### src/rtl/bus_transfer_ctrl.sv
// Bus transfer sequencer: moves one word from a register (or external input) to a register.
// Optional macro TRANSFER_COUNT_EN adds a 16-bit count of successful transfers.
module bus_transfer_ctrl #(
  parameter int p_data_width = 8,
  parameter int p_reg_count  = 4,
  parameter int p_sel_width  = 2
) (
  input  logic                                i_w_clk,
  input  logic                                i_w_reset,
  input  logic                                i_w_req_valid,
  output logic                                o_w_req_ready,
  input  logic [p_sel_width-1:0]              i_w_src_sel,
  input  logic [p_sel_width-1:0]              i_w_dst_sel,
  input  logic                                i_w_ext_src,
  input  logic [p_data_width-1:0]             i_w_ext_data,
  input  logic [p_reg_count*p_data_width-1:0] i_w_reg_out,
  output logic [p_data_width-1:0]             o_w_bus,
  output logic [p_reg_count-1:0]              o_w_oe,
  output logic [p_reg_count-1:0]              o_w_we,
  output logic                                o_w_busy,
`ifdef TRANSFER_COUNT_EN
  output logic [15:0]                         o_w_xfer_count,
`endif
  output logic                                o_w_done,
  output logic                                o_w_err
);

  typedef enum logic [1:0] {IDLE, DRIVE, WRITE, DONE} state_t;

  state_t                 state_q, state_d;
  logic [p_sel_width-1:0] src_q, src_d;
  logic [p_sel_width-1:0] dst_q, dst_d;
  logic                   ext_q, ext_d;
  logic                   err_q, err_d;
  logic                   req_bad;
  logic                   accept;
  logic                   drive_phase;

  assign o_w_req_ready = (state_q == IDLE) && !i_w_reset;
  assign accept        = i_w_req_valid && o_w_req_ready;
  assign req_bad       = (!i_w_ext_src && (int'(i_w_src_sel) >= p_reg_count)) ||
                         (int'(i_w_dst_sel) >= p_reg_count);

  always_comb begin
    state_d = state_q;
    src_d   = src_q;
    dst_d   = dst_q;
    ext_d   = ext_q;
    err_d   = err_q;
    case (state_q)
      IDLE: begin
        if (accept) begin
          src_d   = i_w_src_sel;
          dst_d   = i_w_dst_sel;
          ext_d   = i_w_ext_src;
          err_d   = req_bad;
          state_d = req_bad ? DONE : DRIVE;
        end
      end
      DRIVE:   state_d = WRITE;
      WRITE:   state_d = DONE;
      DONE: begin
        err_d   = 1'b0;
        state_d = IDLE;
      end
      default: state_d = IDLE;
    endcase
  end

  always_ff @(posedge i_w_clk or posedge i_w_reset) begin
    if (i_w_reset) begin
      state_q <= IDLE;
      src_q   <= '0;
      dst_q   <= '0;
      ext_q   <= 1'b0;
      err_q   <= 1'b0;
    end else begin
      state_q <= state_d;
      src_q   <= src_d;
      dst_q   <= dst_d;
      ext_q   <= ext_d;
      err_q   <= err_d;
    end
  end

  // Strobes decode only from registered state and latches, never from the request inputs.
  assign drive_phase = (state_q == DRIVE) || (state_q == WRITE);

  generate
    for (genvar gi = 0; gi < p_reg_count; gi++) begin : g_strobe
      assign o_w_oe[gi] = drive_phase && !ext_q && (src_q == p_sel_width'(gi));
      assign o_w_we[gi] = (state_q == WRITE) && (dst_q == p_sel_width'(gi));
    end
  endgenerate

  always_comb begin
    o_w_bus = (drive_phase && ext_q) ? i_w_ext_data : '0;
    for (int k = 0; k < p_reg_count; k++) begin
      o_w_bus = o_w_bus | i_w_reg_out[k*p_data_width +: p_data_width];
    end
  end

  assign o_w_busy = (state_q != IDLE);
  assign o_w_done = (state_q == DONE);
  assign o_w_err  = (state_q == DONE) && err_q;

`ifdef TRANSFER_COUNT_EN
  logic [15:0] xfer_count_q, xfer_count_d;

  always_comb begin
    xfer_count_d = xfer_count_q;
    if ((state_q == DONE) && !err_q) begin
      xfer_count_d = xfer_count_q + 16'd1;
    end
  end

  always_ff @(posedge i_w_clk or posedge i_w_reset) begin
    if (i_w_reset) begin
      xfer_count_q <= '0;
    end else begin
      xfer_count_q <= xfer_count_d;
    end
  end

  assign o_w_xfer_count = xfer_count_q;
`endif

endmodule

### config.mk
export PLATFORM = sky130hd
export DESIGN_NAME = bus_transfer_ctrl
export DESIGN_NICKNAME = d
export VERILOG_FILES = /design/src/rtl/bus_transfer_ctrl.sv
export SDC_FILE = /design/constraint.sdc
export NUM_CORES = 1
export LEC_CHECK = 0
export CAP_MARGIN = 5
export CORE_MARGIN = 2
export CORE_UTILIZATION = 27
export DETAILED_ROUTE_END_ITERATION = 12
export PLACE_DENSITY = 0.84
export SYNTH_ARGS = -nofsm -noshare
export SYNTH_HDL_FRONTEND = slang
export SYNTH_SLANG_ARGS = --single-unit
### constraint.sdc
create_clock -name i_w_clk -period 2.4 [get_ports i_w_clk]
set_clock_uncertainty 0.1 [all_clocks]
set_input_delay 0.6 -clock i_w_clk [delete_from_list [all_inputs] [get_ports i_w_clk]]
set_output_delay 0.6 -clock i_w_clk [all_outputs]
set_load 0.005 [all_outputs]
==> reports/results.md <==
### Logic synthesis
• area share of the largest cell type after synthesis: 32.6%
• mux share of post-synthesis cell area: 14.4%
• biggest area contributors in the synthesized netlist: sky130_fd_sc_hd__dfrtp_1 (33%), sky130_fd_sc_hd__nand2_1 (13%), sky130_fd_sc_hd__mux2_2 (13%)
• basic-gate share of the synthesized area counting and, or, nand and nor cells: 36.3%
• count of flip-flops with a built-in enable after synthesis: 0
• compound-cell area share of the yosys netlist: 1.63%
• number of flip-flops and latches in the synthesized netlist: 7
• Synth Area per Inst: 8.28 sq um
• fraction of the mapped netlist area in adder cells: 9.30%
• Post-Synth XOR/XNOR Area: 0%
• flip-flop cell with the highest count after synthesis: sky130_fd_sc_hd__dfrtp_1
• number of instances in the synthesized netlist: 65
• cell type with the highest aggregate area in the netlist: sky130_fd_sc_hd__dfrtp_1
• Synthesis Warnings: 0
• post-synthesis cell area: 538 sq um
• async set-or-reset flop fraction in the synthesized netlist: 100%
• post-synth cell types: 18
• dominant combinational cell family by area after synthesis: simple AND/OR/NAND/NOR gates
• fraction of the yosys area taken by sequential cells: 32.6%
• post-synthesis net count: 117

### Finish
• number of fill cells: 167
• post-route insts no fill: 163
• area growth from synthesis to final layout: 145%
• Nets: 189
• Post-Route Utilization: 68.6%
• proportion of layout cells with a drive suffix above 1: 19.1%
• n_diodes: 0

### Clock network
• cell chosen for the clock root: sky130_fd_sc_hd__clkbuf_4
• TritonCTS buffer count: 3
• TritonCTS clock tree: built
• worst-case clock buffer depth: 2
• clock net sink count: 7
• H-tree levels: 1
• Worst-path clk slew: 60 ps
• insertion delay of the later-clocked pin in the worst-skew pair: 260 ps
• number of post-CTS setup repair buffers: 0
• count of hold buffers inserted by post-cts repair: 0

### Power and ir drop
• peak supply drop: 0.573 mV
• areal power density over the cells: 726 nW/um^2
• leakage power figure: 0.567 nW

### Worst setup path
• critical path type: in2out
• maximum fanout count along the critical path: 1
• worst endpoint data arrival time: 1680 ps
• Critical Path RT: 1700 ps
• kind of start point of the critical path: primary input
• crit path capture type: primary output

### Placement
• port buffer count: 66
• Inst Count DP: 159
• placer congestion estimate: 0.748
• DP Wirelength: 1790 microns

### Global routing
• first-pass GRT wire length: 3520 microns
• pin count of the biggest net entering global routing: 9
• Remaining Overflow, GRT: 0
• vias in the first global route: 780
• all-layer global routing usage: 19.2%
• antenna violations before repair: 0

### STA
• count of pins over their slew limit: 0
• setup-violating endpoint count in the final report: 0
• RSZ-0062 raised after global routing: yes
• period utilization: 99.1%
• Final Hold Vio Count: 0
• minimum clock period after layout: 2380 ps
• top achievable clock speed: 0.420 GHz

### Route
• DRC: 0
• Initial DRT Pass Iterations: 2
• total length of routed wires: 2270 microns
• antenna-violating nets left: 0
• via count of the routed design: 755
• number of vias per cell: 4.63
• number of DRC markers in iteration 0: 4
• average wire length per cell after detail routing: 13.9 microns

### Floorplanning
• count of boundary I/O pins: 68
• Die Footprint: 2370 sq um
• standard cell core area: 1920 sq um
• Initial Util: 28.0%
• Die Y-Extent: 48.6 microns
• horizontal die dimension: 48.6 microns
• std cell rows: 16

### Run status
• outcome: finished, final reports clean

### Hold path
• path class of the lowest-slack min-delay path: in2async

### Job
• # Max-Cap Violations: 0

[synthesized netlist by cell type (2+ instances only)]
cell                      count
sky130_fd_sc_hd__nor3b_1      2
sky130_fd_sc_hd__nand2_1     18
sky130_fd_sc_hd__and3_1       2
sky130_fd_sc_hd__ha_1         4
sky130_fd_sc_hd__and3b_1      2
sky130_fd_sc_hd__inv_1        4
sky130_fd_sc_hd__mux2_2       6
sky130_fd_sc_hd__nor2_1       4
sky130_fd_sc_hd__dfrtp_1      7
sky130_fd_sc_hd__nor4_1       8
[through the flow]
stage | TNS (ps) | area (sq um) | hold slack [ps] | setup WS [ps] | total power (W)
global placement | -716 | 1240 | 405 | -108 | 0.000781
CTS | 0 | 1300 | 459 | 27.1 | 0.000959
detailed placement | -1040 | 1240 | 420 | -174 | 0.000800
finish | 0 | 1320 | 458 | 20.8 | 0.000956
global route | -57.4 | 1320 | 490 | -37.2 | 0.00104
floorplan | 0 | 538 | 320 | 586 | 0.000505
[path summary, 6_finish.rpt]
check                      cells past startpoint    endpoint             from  slack [ps]
setup / recovery                               4  o_w_bus[1]  i_w_reg_out[25]          20
hold / removal                                 2  state_q[1]        i_w_reset         460
setup reg to reg                               4       ext_q       state_q[1]        1040
hold reg to reg                                1    dst_q[1]         dst_q[1]         480
max in group asynchronous                      3    src_q[1]        i_w_reset        1430
min in group i_w_clk                           1    dst_q[1]         dst_q[1]         480
[cells by family after synthesis]
logic type,Yosys count
AND/OR/NAND/NOR,39
multiplexers,7
flip-flops,7
buffers and inverters,6
adder cells (fa/ha/maj),4
AO/OA/AOI/OAI,1
other,1
[what timing repair did]
action | 4_1_cts | 5_1_grt
setup endpoints to repair | 16 | 5
resized for setup | 28 | 5
pin swaps | 8 | 7
[layer usage]
metal	routed length [microns]	track usage, %
met1	830	18.7
met2	1180	36.8
met3	226	5.86
met4	28	8.57
met5	0	0
[layout make-up]
type / instances / area (sq um) / share of cell area, %
Inverter: 4 / 15.0 / 1.14
Sequential cell: 7 / 175 / 13.3
Clock inverter: 1 / 5.00 / 0.380
Timing Repair Buffer: 69 / 668 / 50.7
Tap cell: 27 / 33.8 / 2.56
Multi-Input combinational cell: 52 / 398 / 30.2
Clock buffer: 3 / 22.5 / 1.71
[placed cells by master (no fill, tap or decap), types with 3 or more instances in the layout]
cell type                         netlist  final
sky130_fd_sc_hd__mux2_2                 6      6
sky130_fd_sc_hd__clkbuf_4               0      3
sky130_fd_sc_hd__nor2_1                 4      4
sky130_fd_sc_hd__clkdlybuf4s50_1        0     49
sky130_fd_sc_hd__buf_4                  1      3
sky130_fd_sc_hd__dfrtp_1                7      7
sky130_fd_sc_hd__nand2_1               18     18
sky130_fd_sc_hd__dlygate4sd2_1          0     14
sky130_fd_sc_hd__nor4_2                 0      6
[worst max-delay path, stage by stage]
cell and delay [ps]:
sky130_fd_sc_hd__clkdlybuf4s50_1 420, sky130_fd_sc_hd__nor4_2 310, sky130_fd_sc_hd__nand2_1 70, sky130_fd_sc_hd__dlygate4sd2_1 270
[state kept, by name, indices dropped and copies added (netlist names)]
| name | flops |
|---|---|
| ext_q | 1 |
| src_q | 2 |
| dst_q | 2 |
| state_q | 2 |
[power breakdown]
| group | total [W] | switching (W) | internal, W |
|---|---|---|---|
| Clock | 0.000116 | 0.0000549 | 0.0000615 |
| Sequential | 0.000243 | 0.0000622 | 0.000181 |
| Combinational | 0.000597 | 0.000234 | 0.000363 |
| Total | 0.000956 | 0.000352 | 0.000605 |
Note: power is estimated with default switching activity, not from simulation.
